<file path="config.mk">
export PLATFORM = sky130hd
export DESIGN_NAME = mac_row_seq
export DESIGN_NICKNAME = d
export VERILOG_FILES = /design/src/rtl/mac_pkg.sv /design/src/rtl/mac_seq_counter.sv /design/src/rtl/mac_row_seq.sv
export SDC_FILE = /design/constraint.sdc
export NUM_CORES = 1
export LEC_CHECK = 0
export BUFFER_PORTS_ARGS = -buffer_cell sky130_fd_sc_hd__clkbuf_2
export CAP_MARGIN = 20
export CORE_UTILIZATION = 56
export CTS_CLUSTER_SIZE = 12
export DETAILED_ROUTE_END_ITERATION = 16
export GPL_ROUTABILITY_DRIVEN = 0
export PLACE_DENSITY = 0.78
export SYNTH_ARGS = -nofsm -noshare
export SYNTH_HDL_FRONTEND = slang
export SYNTH_SLANG_ARGS = --single-unit
</file>
<file path="constraint.sdc">
create_clock -name clk -period 2.76 [get_ports clk]
set_clock_uncertainty 0.15 [all_clocks]
set_input_delay 0.552 -clock clk [delete_from_list [all_inputs] [get_ports clk]]
set_output_delay 0.552 -clock clk [all_outputs]
set_load 0.05 [all_outputs]
</file>
<file path="src/rtl/mac_pkg.sv">
// rtl/mac_pkg.sv - shared constants and sequencer state type for the sparse MAC row
//
// Purpose: constants shared between the MAC row datapath and its sequencer,
//          plus the sequencer state encoding.
// Ports:   none (package).

package mac_pkg;

    // Row datapath geometry
    localparam int BW      = 4;   // activation / weight width
    localparam int PSUM_BW = 20;  // partial-sum width
    localparam int COL     = 4;   // psums per row
    localparam int NZ      = 2;   // activation lanes selected by a_select

    // Sequencer defaults
    localparam int MAX_STEPS    = 16;
    localparam int CNT_BW       = $clog2(MAX_STEPS) + 1;
    localparam int DRAIN_CYCLES = 3;

    typedef enum logic [2:0] {
        IDLE    = 3'd0,
        PRELOAD = 3'd1,
        STREAM  = 3'd2,
        DRAIN   = 3'd3,
        RESULT  = 3'd4
    } seq_state_t;

endpackage

</file>
<file path="src/rtl/mac_seq_counter.sv">
// rtl/mac_seq_counter.sv - loadable down-counter with terminal-count flag
//
// Purpose: counts down from a loaded value, stopping at zero; o_tc is high
//          while the count is zero.
// Ports:
//   clk        in   clock
//   reset      in   synchronous active-low reset (count -> 0)
//   i_load     in   load i_load_val (has priority over i_dec)
//   i_load_val in   W-bit value to load
//   i_dec      in   decrement by one (held at zero)
//   o_tc       out  terminal count, count == 0

module mac_seq_counter #(
    parameter int W = 5
) (
    input  logic         clk,
    input  logic         reset,
    input  logic         i_load,
    input  logic [W-1:0] i_load_val,
    input  logic         i_dec,
    output logic         o_tc
);

    logic [W-1:0] r_count;

    always_ff @(posedge clk) begin
        if (!reset) begin
            r_count <= '0;
        end else if (i_load) begin
            r_count <= i_load_val;
        end else if (i_dec && (r_count != '0)) begin
            r_count <= r_count - W'(1);
        end
    end

    assign o_tc = (r_count == '0);

endmodule

</file>
<file path="src/rtl/mac_row_seq.sv">
// rtl/mac_row_seq.sv - job sequencer for one sparse MAC row
//
// Purpose: accepts a job, preloads the row psums, streams num_steps activation
//          pairs, drains the MAC pipeline, then offers the result on a
//          valid/ready handshake. All outputs are registered.
// Optional: define MAC_ROW_SEQ_STALL_EN to add act_valid; a STREAM cycle whose
//          act_valid is low issues no read and holds the step.
// Ports:
//   clk          in   clock
//   reset        in   synchronous active-low reset
//   start_valid  in   job command valid
//   start_ready  out  sequencer idle, can accept a job
//   num_steps    in   activation pairs in job (saturates to max_steps)
//   act_rd_en    out  activation buffer read strobe
//   act_rd_addr  out  activation pair address
//   execute      out  MAC row execute
//   load         out  MAC row psum preload
//   a_select     out  activation lane select (address LSB)
//   psum_valid   out  row result ready
//   psum_ready   in   consumer accepts result
//   busy         out  any non-IDLE state
//   act_valid    in   (MAC_ROW_SEQ_STALL_EN only) activation pair available
//   done         out  one-cycle pulse after the result handshake

module mac_row_seq
    import mac_pkg::*;
#(
    parameter int bw           = BW,
    parameter int psum_bw      = PSUM_BW,
    parameter int col          = COL,
    parameter int max_steps    = MAX_STEPS,
    parameter int cnt_bw       = $clog2(max_steps) + 1,
    parameter int drain_cycles = DRAIN_CYCLES
) (
    input  logic              clk,
    input  logic              reset,
    input  logic              start_valid,
    output logic              start_ready,
    input  logic [cnt_bw-1:0] num_steps,
    output logic              act_rd_en,
    output logic [cnt_bw-1:0] act_rd_addr,
    output logic              execute,
    output logic              load,
    output logic              a_select,
    output logic              psum_valid,
    input  logic              psum_ready,
    output logic              busy,
`ifdef MAC_ROW_SEQ_STALL_EN
    input  logic              act_valid,
`endif
    output logic              done
);

    // A row geometry the datapath cannot hold never accepts a job.
    localparam bit CFG_OK = (bw > 0) && (psum_bw >= 2 * bw) && (col > 0) &&
                            (max_steps > 0) && (drain_cycles > 0) &&
                            (max_steps < (1 << cnt_bw));

    localparam logic [cnt_bw-1:0] MAX_CNT    = cnt_bw'(max_steps);
    localparam logic [cnt_bw-1:0] DRAIN_LOAD = cnt_bw'(drain_cycles - 1);

    seq_state_t r_state;
    seq_state_t w_state_nxt;

    logic [cnt_bw-1:0] r_count;     // saturated step count of the job
    logic [cnt_bw-1:0] r_ptr;       // address of the next read to issue
    logic [cnt_bw-1:0] w_sat;
    logic [cnt_bw-1:0] w_ptr_nxt;
    logic [cnt_bw-1:0] w_step_load_val;

    logic w_start;
    logic w_stream_ok;
    logic w_issue_nxt;
    logic w_drain_load;
    logic w_step_tc;
    logic w_drain_tc;

    logic              r_start_ready;
    logic              r_busy;
    logic              r_execute;
    logic              r_load;
    logic              r_act_rd_en;
    logic [cnt_bw-1:0] r_act_rd_addr;
    logic              r_a_select;
    logic              r_psum_valid;
    logic              r_done;

`ifdef MAC_ROW_SEQ_STALL_EN
    assign w_stream_ok = act_valid;
`else
    assign w_stream_ok = 1'b1;
`endif

    assign w_sat   = (num_steps > MAX_CNT) ? MAX_CNT : num_steps;
    assign w_start = r_start_ready && start_valid && CFG_OK;

    // Step counter holds reads remaining after the current one; its terminal
    // count during an issuing cycle marks the last STREAM step.
    mac_seq_counter #(.W(cnt_bw)) u_step_cnt (
        .clk        (clk),
        .reset      (reset),
        .i_load     (w_start),
        .i_load_val (w_step_load_val),
        .i_dec      (r_act_rd_en),
        .o_tc       (w_step_tc)
    );

    mac_seq_counter #(.W(cnt_bw)) u_drain_cnt (
        .clk        (clk),
        .reset      (reset),
        .i_load     (w_drain_load),
        .i_load_val (DRAIN_LOAD),
        .i_dec      (r_state == DRAIN),
        .o_tc       (w_drain_tc)
    );

    always_ff @(posedge clk) begin
        if (!reset) begin
            r_state <= IDLE;
        end else begin
            r_state <= w_state_nxt;
        end
    end

    always_comb begin
        w_state_nxt = r_state;
        case (r_state)
            IDLE:    if (w_start) w_state_nxt = PRELOAD;
            PRELOAD: w_state_nxt = (r_count != '0) ? STREAM : DRAIN;
            // r_act_rd_en is high exactly in the STREAM cycles that issued a read
            STREAM:  if (r_act_rd_en && w_step_tc) w_state_nxt = DRAIN;
            DRAIN:   if (w_drain_tc) w_state_nxt = RESULT;
            RESULT:  if (psum_ready) w_state_nxt = IDLE;
            default: w_state_nxt = IDLE;
        endcase
    end

    // Outputs are registered from the next state, so they line up with r_state.
    always_comb begin
        w_issue_nxt     = (w_state_nxt == STREAM) && w_stream_ok;
        w_ptr_nxt       = w_start ? '0 : (r_ptr + cnt_bw'(r_act_rd_en));
        w_step_load_val = (w_sat == '0) ? '0 : (w_sat - cnt_bw'(1));
        w_drain_load    = (w_state_nxt == DRAIN) && (r_state != DRAIN);
    end

    always_ff @(posedge clk) begin
        if (!reset) begin
            r_count       <= '0;
            r_ptr         <= '0;
            r_start_ready <= 1'b1;
            r_busy        <= 1'b0;
            r_execute     <= 1'b0;
            r_load        <= 1'b0;
            r_act_rd_en   <= 1'b0;
            r_act_rd_addr <= '0;
            r_a_select    <= 1'b0;
            r_psum_valid  <= 1'b0;
            r_done        <= 1'b0;
        end else begin
            if (w_start) begin
                r_count <= w_sat;
            end
            r_ptr         <= w_ptr_nxt;
            r_start_ready <= (w_state_nxt == IDLE);
            r_busy        <= (w_state_nxt != IDLE);
            r_execute     <= (w_state_nxt == PRELOAD) || (w_state_nxt == DRAIN) || w_issue_nxt;
            r_load        <= (w_state_nxt == PRELOAD);
            r_act_rd_en   <= w_issue_nxt;
            if (w_issue_nxt) begin
                r_act_rd_addr <= w_ptr_nxt;
                r_a_select    <= w_ptr_nxt[0];
            end
            r_psum_valid  <= (w_state_nxt == RESULT);
            r_done        <= (r_state == RESULT) && psum_ready;
        end
    end

    assign start_ready = r_start_ready;
    assign busy        = r_busy;
    assign execute     = r_execute;
    assign load        = r_load;
    assign act_rd_en   = r_act_rd_en;
    assign act_rd_addr = r_act_rd_addr;
    assign a_select    = r_a_select;
    assign psum_valid  = r_psum_valid;
    assign done        = r_done;

endmodule

</file>
==> metrics.csv <==
stage,metric,value,unit
finish,final_util,65.61,%
die,floorplan.initialDensity,58.89,%
sta,tightestPinTransition,450.8,ps
sta,rsz0062_at_grt,false,
routing,vias_per_cell,5.668,
setup_path,crit_arrival,2240,ps
cts,cts_resized,0,
power,p_leak,0.7527,nW
finish,nFillCells,228,
sta,clock.fmax,467.4,MHz
finish,fin_nets,219,
routing,first_iter_violations,49,
power,power_density,646.5,nW/um^2
hold_path,hold_path_class,in -> reg,
placement,hpwlAfterDp,2.312,mm
grt,grt_pass1_vias,1370,
die,fp.dieH,55.85,um
synthesis,syn_inst,182,
sta,post-route-period-util,77.52,%
die,core,2758,sq um
routing,routed_wl,3.119,mm
die,rows,19,
finish,area_growth,11.40,%
die,die_area,3119,sq um
sta,report.final.slew_viol_count,0,
cts,hold_buffers,0,
cts,htree_levels,2,
setup_path,cp_max_fo,11,
routing,wl_per_cell,13.27,um
setup_path,path_class,reg -> reg,
sta,hold_ws,265.9,ps
routing,dr_total_vias,1332,
synthesis,syn-num-nets,198,
cts,worstSkewPairLatency,340,ps
finish,final_cell_mix,"35 x dfxtp_1, 21 x clkbuf_2, 19 x nand2_1",
grt,grt_pass1_wl,5.802,mm
finish,drive_gt1_share,18.14,%
cts,path_clk_slew,110,ps
synthesis,synth_cell_type_count,40,
grt,antenna_found_initial,0,
cts,cts_root_buf,clkbuf_4,
synthesis,ys_seq_elements,35,
setup_path,worstPathCellList,inv_1 -> ha_1 -> or4b_1 -> o2bb2a_4 -> and2_1 -> o21ai_0,
routing,drtPass1Iterations,4,
grt,grt_max_degree,25,
grt,grt_overflow,0,
setup_path,slowest_delay,570,ps
synthesis,syn_avg_cell_area,8.923,sq um
setup_path,crit_slowest_cell,or4b_1,
cts,clockBufferDepth,2,
power,irDropWorstVdd,0.4847,mV
run_status,status,finished clean,
finish,insertedDiodeCount,0,
synthesis,synth_seq_area_share,43.14,%
die,die_w,55.85,um
sta,timing.setup.tns,0,ps
finish,seqCellArea,700.7,sq um
grt,grtUsageTotal,23.53,%
job,max-cap-violations,0,
placement,numPortBuffers,21,
synthesis,syn_area,1624,sq um
sta,setup_viol,0,
setup_path,cp-start-kind,flop,
sta,period_minus_slack,2140,ps
finish,layout_commonest_cell,dfxtp_1,
cts,cts.sinks,35,
setup_path,crit_path_end_kind,flop,
routing,ant_nets,0,
cts,cts_buffers,5,
synthesis,ys.warnings.count,0,
power,power,1.170,mW
routing,drc,0,
sta,relSlewSlack,69.95,%
finish,multi_input_area,854.6,sq um
cts,cts_tree,done,
die,io_pins,22,
cts,postCtsSetupRepairBufs,0,
setup_path,crit_required,2870,ps
sta,final_hold_viol_count,0,
==> Yosys cell counts, drive strengths merged <==
cell     instances  share of area, %
nor3             4               1.2
o31ai            1              0.46
o21ai            8               2.7
nand3            8               2.5
dfxtp           35                43
a21o             3               1.4
nand2b           3               1.2
nor2b            5               1.9
ha               7               5.4
and3             3               1.2
nor3b            2              0.92
clkbuf           6               1.4
inv              6               1.4
xnor2            6               3.2
nand2           19               4.4
mux2i            1              0.62
a2111oi          1               1.7
a21boi           1              0.46
nor4b            4               2.2
nor4             2              0.77
mux2             1              0.69
buf              3               1.5
nand3b           1              0.46
or3              1              0.39
a21oi           11               3.4
and2             4               1.5
or4b             2               1.2
o311ai           1              0.54
o22ai            2              0.77
or3b             1              0.54
xor2             4               2.2
nor2            18               4.2
o211ai           1              0.46
o21a             5               2.3
a311o            1              0.62
o2bb2a           1               1.2
==> final timing paths <==
path                                       startpoint        endpoint  slack [ps]  cells after the start
worst max-delay path            u_step_cnt.r_count[0]  act_rd_addr[0]         620                      6
worst min-delay path                       psum_ready            done         270                      3
worst max register to register  u_step_cnt.r_count[0]  act_rd_addr[0]         620                      6
worst min register to register         act_rd_addr[1]  act_rd_addr[1]         330                      2
==> metal layers <==
layer	vias to the layer above	part of all wire, %	global-route usage, %	wire (um)
li1	672	-	-	-
met1	623	44	27.50	1368
met2	31	51	40.45	1594
met3	6	3.7	8.140	116
met4	0	1.3	7.666	39
met5	-	0	0	0
==> metrics by stage <==
step | cells | instance area (sq um) | worst slack [ps]
final | 235 | 1809 | 620.4
after global placement | 227 | 1737 | 715.6
after floorplan | 182 | 1624 | 759.5
after detailed placement | 227 | 1737 | 643.6
after CTS | 235 | 1809 | 621.3
after global routing | 235 | 1809 | 506.5
==> sequential cells by signal, indices dropped and copies added, names as in the netlist, 3 cells and up <==
register             cells
act_rd_addr              5
r_count                  5
r_ptr                    5
u_drain_cnt.r_count      5
u_step_cnt.r_count       5
r_state                  3
==> logic make-up after synthesis <==
kind of cell	share of synthesized area, %
AO/OA/AOI/OAI	16.03
adder cells (fa/ha/maj)	5.393
buffers and inverters	4.237
XOR/XNOR	5.393
multiplexers	1.310
AND/OR/NAND/NOR	24.50
flip-flops	43.14
==> report_power, final <==
group / leakage, nW / switching, mW / total [mW] / internal (mW)
logic: 0.430 / 0.174 / 0.273 / 0.0991
registers: 0.285 / 0.0346 / 0.576 / 0.541
clock network: 0.0375 / 0.171 / 0.320 / 0.149
==> cell type report <==
class / count / area share, %
tap: 31 / 2.144
sequential: 35 / 38.73
clock inverter: 1 / 0.4149
timing repair buffer: 23 / 6.639
multi-input combinational: 132 / 47.23
inverter: 6 / 1.245
clock buffer: 7 / 3.596
==> critical path: cells and delay by family, from the launching register on <==
kind            cells  cell delay [ps]
simple gates        2              770
compound gates      2              530
buf+inv             1              110
fa+ha+maj           1              170
flops               1              330
(Power assumes the default switching activity.)
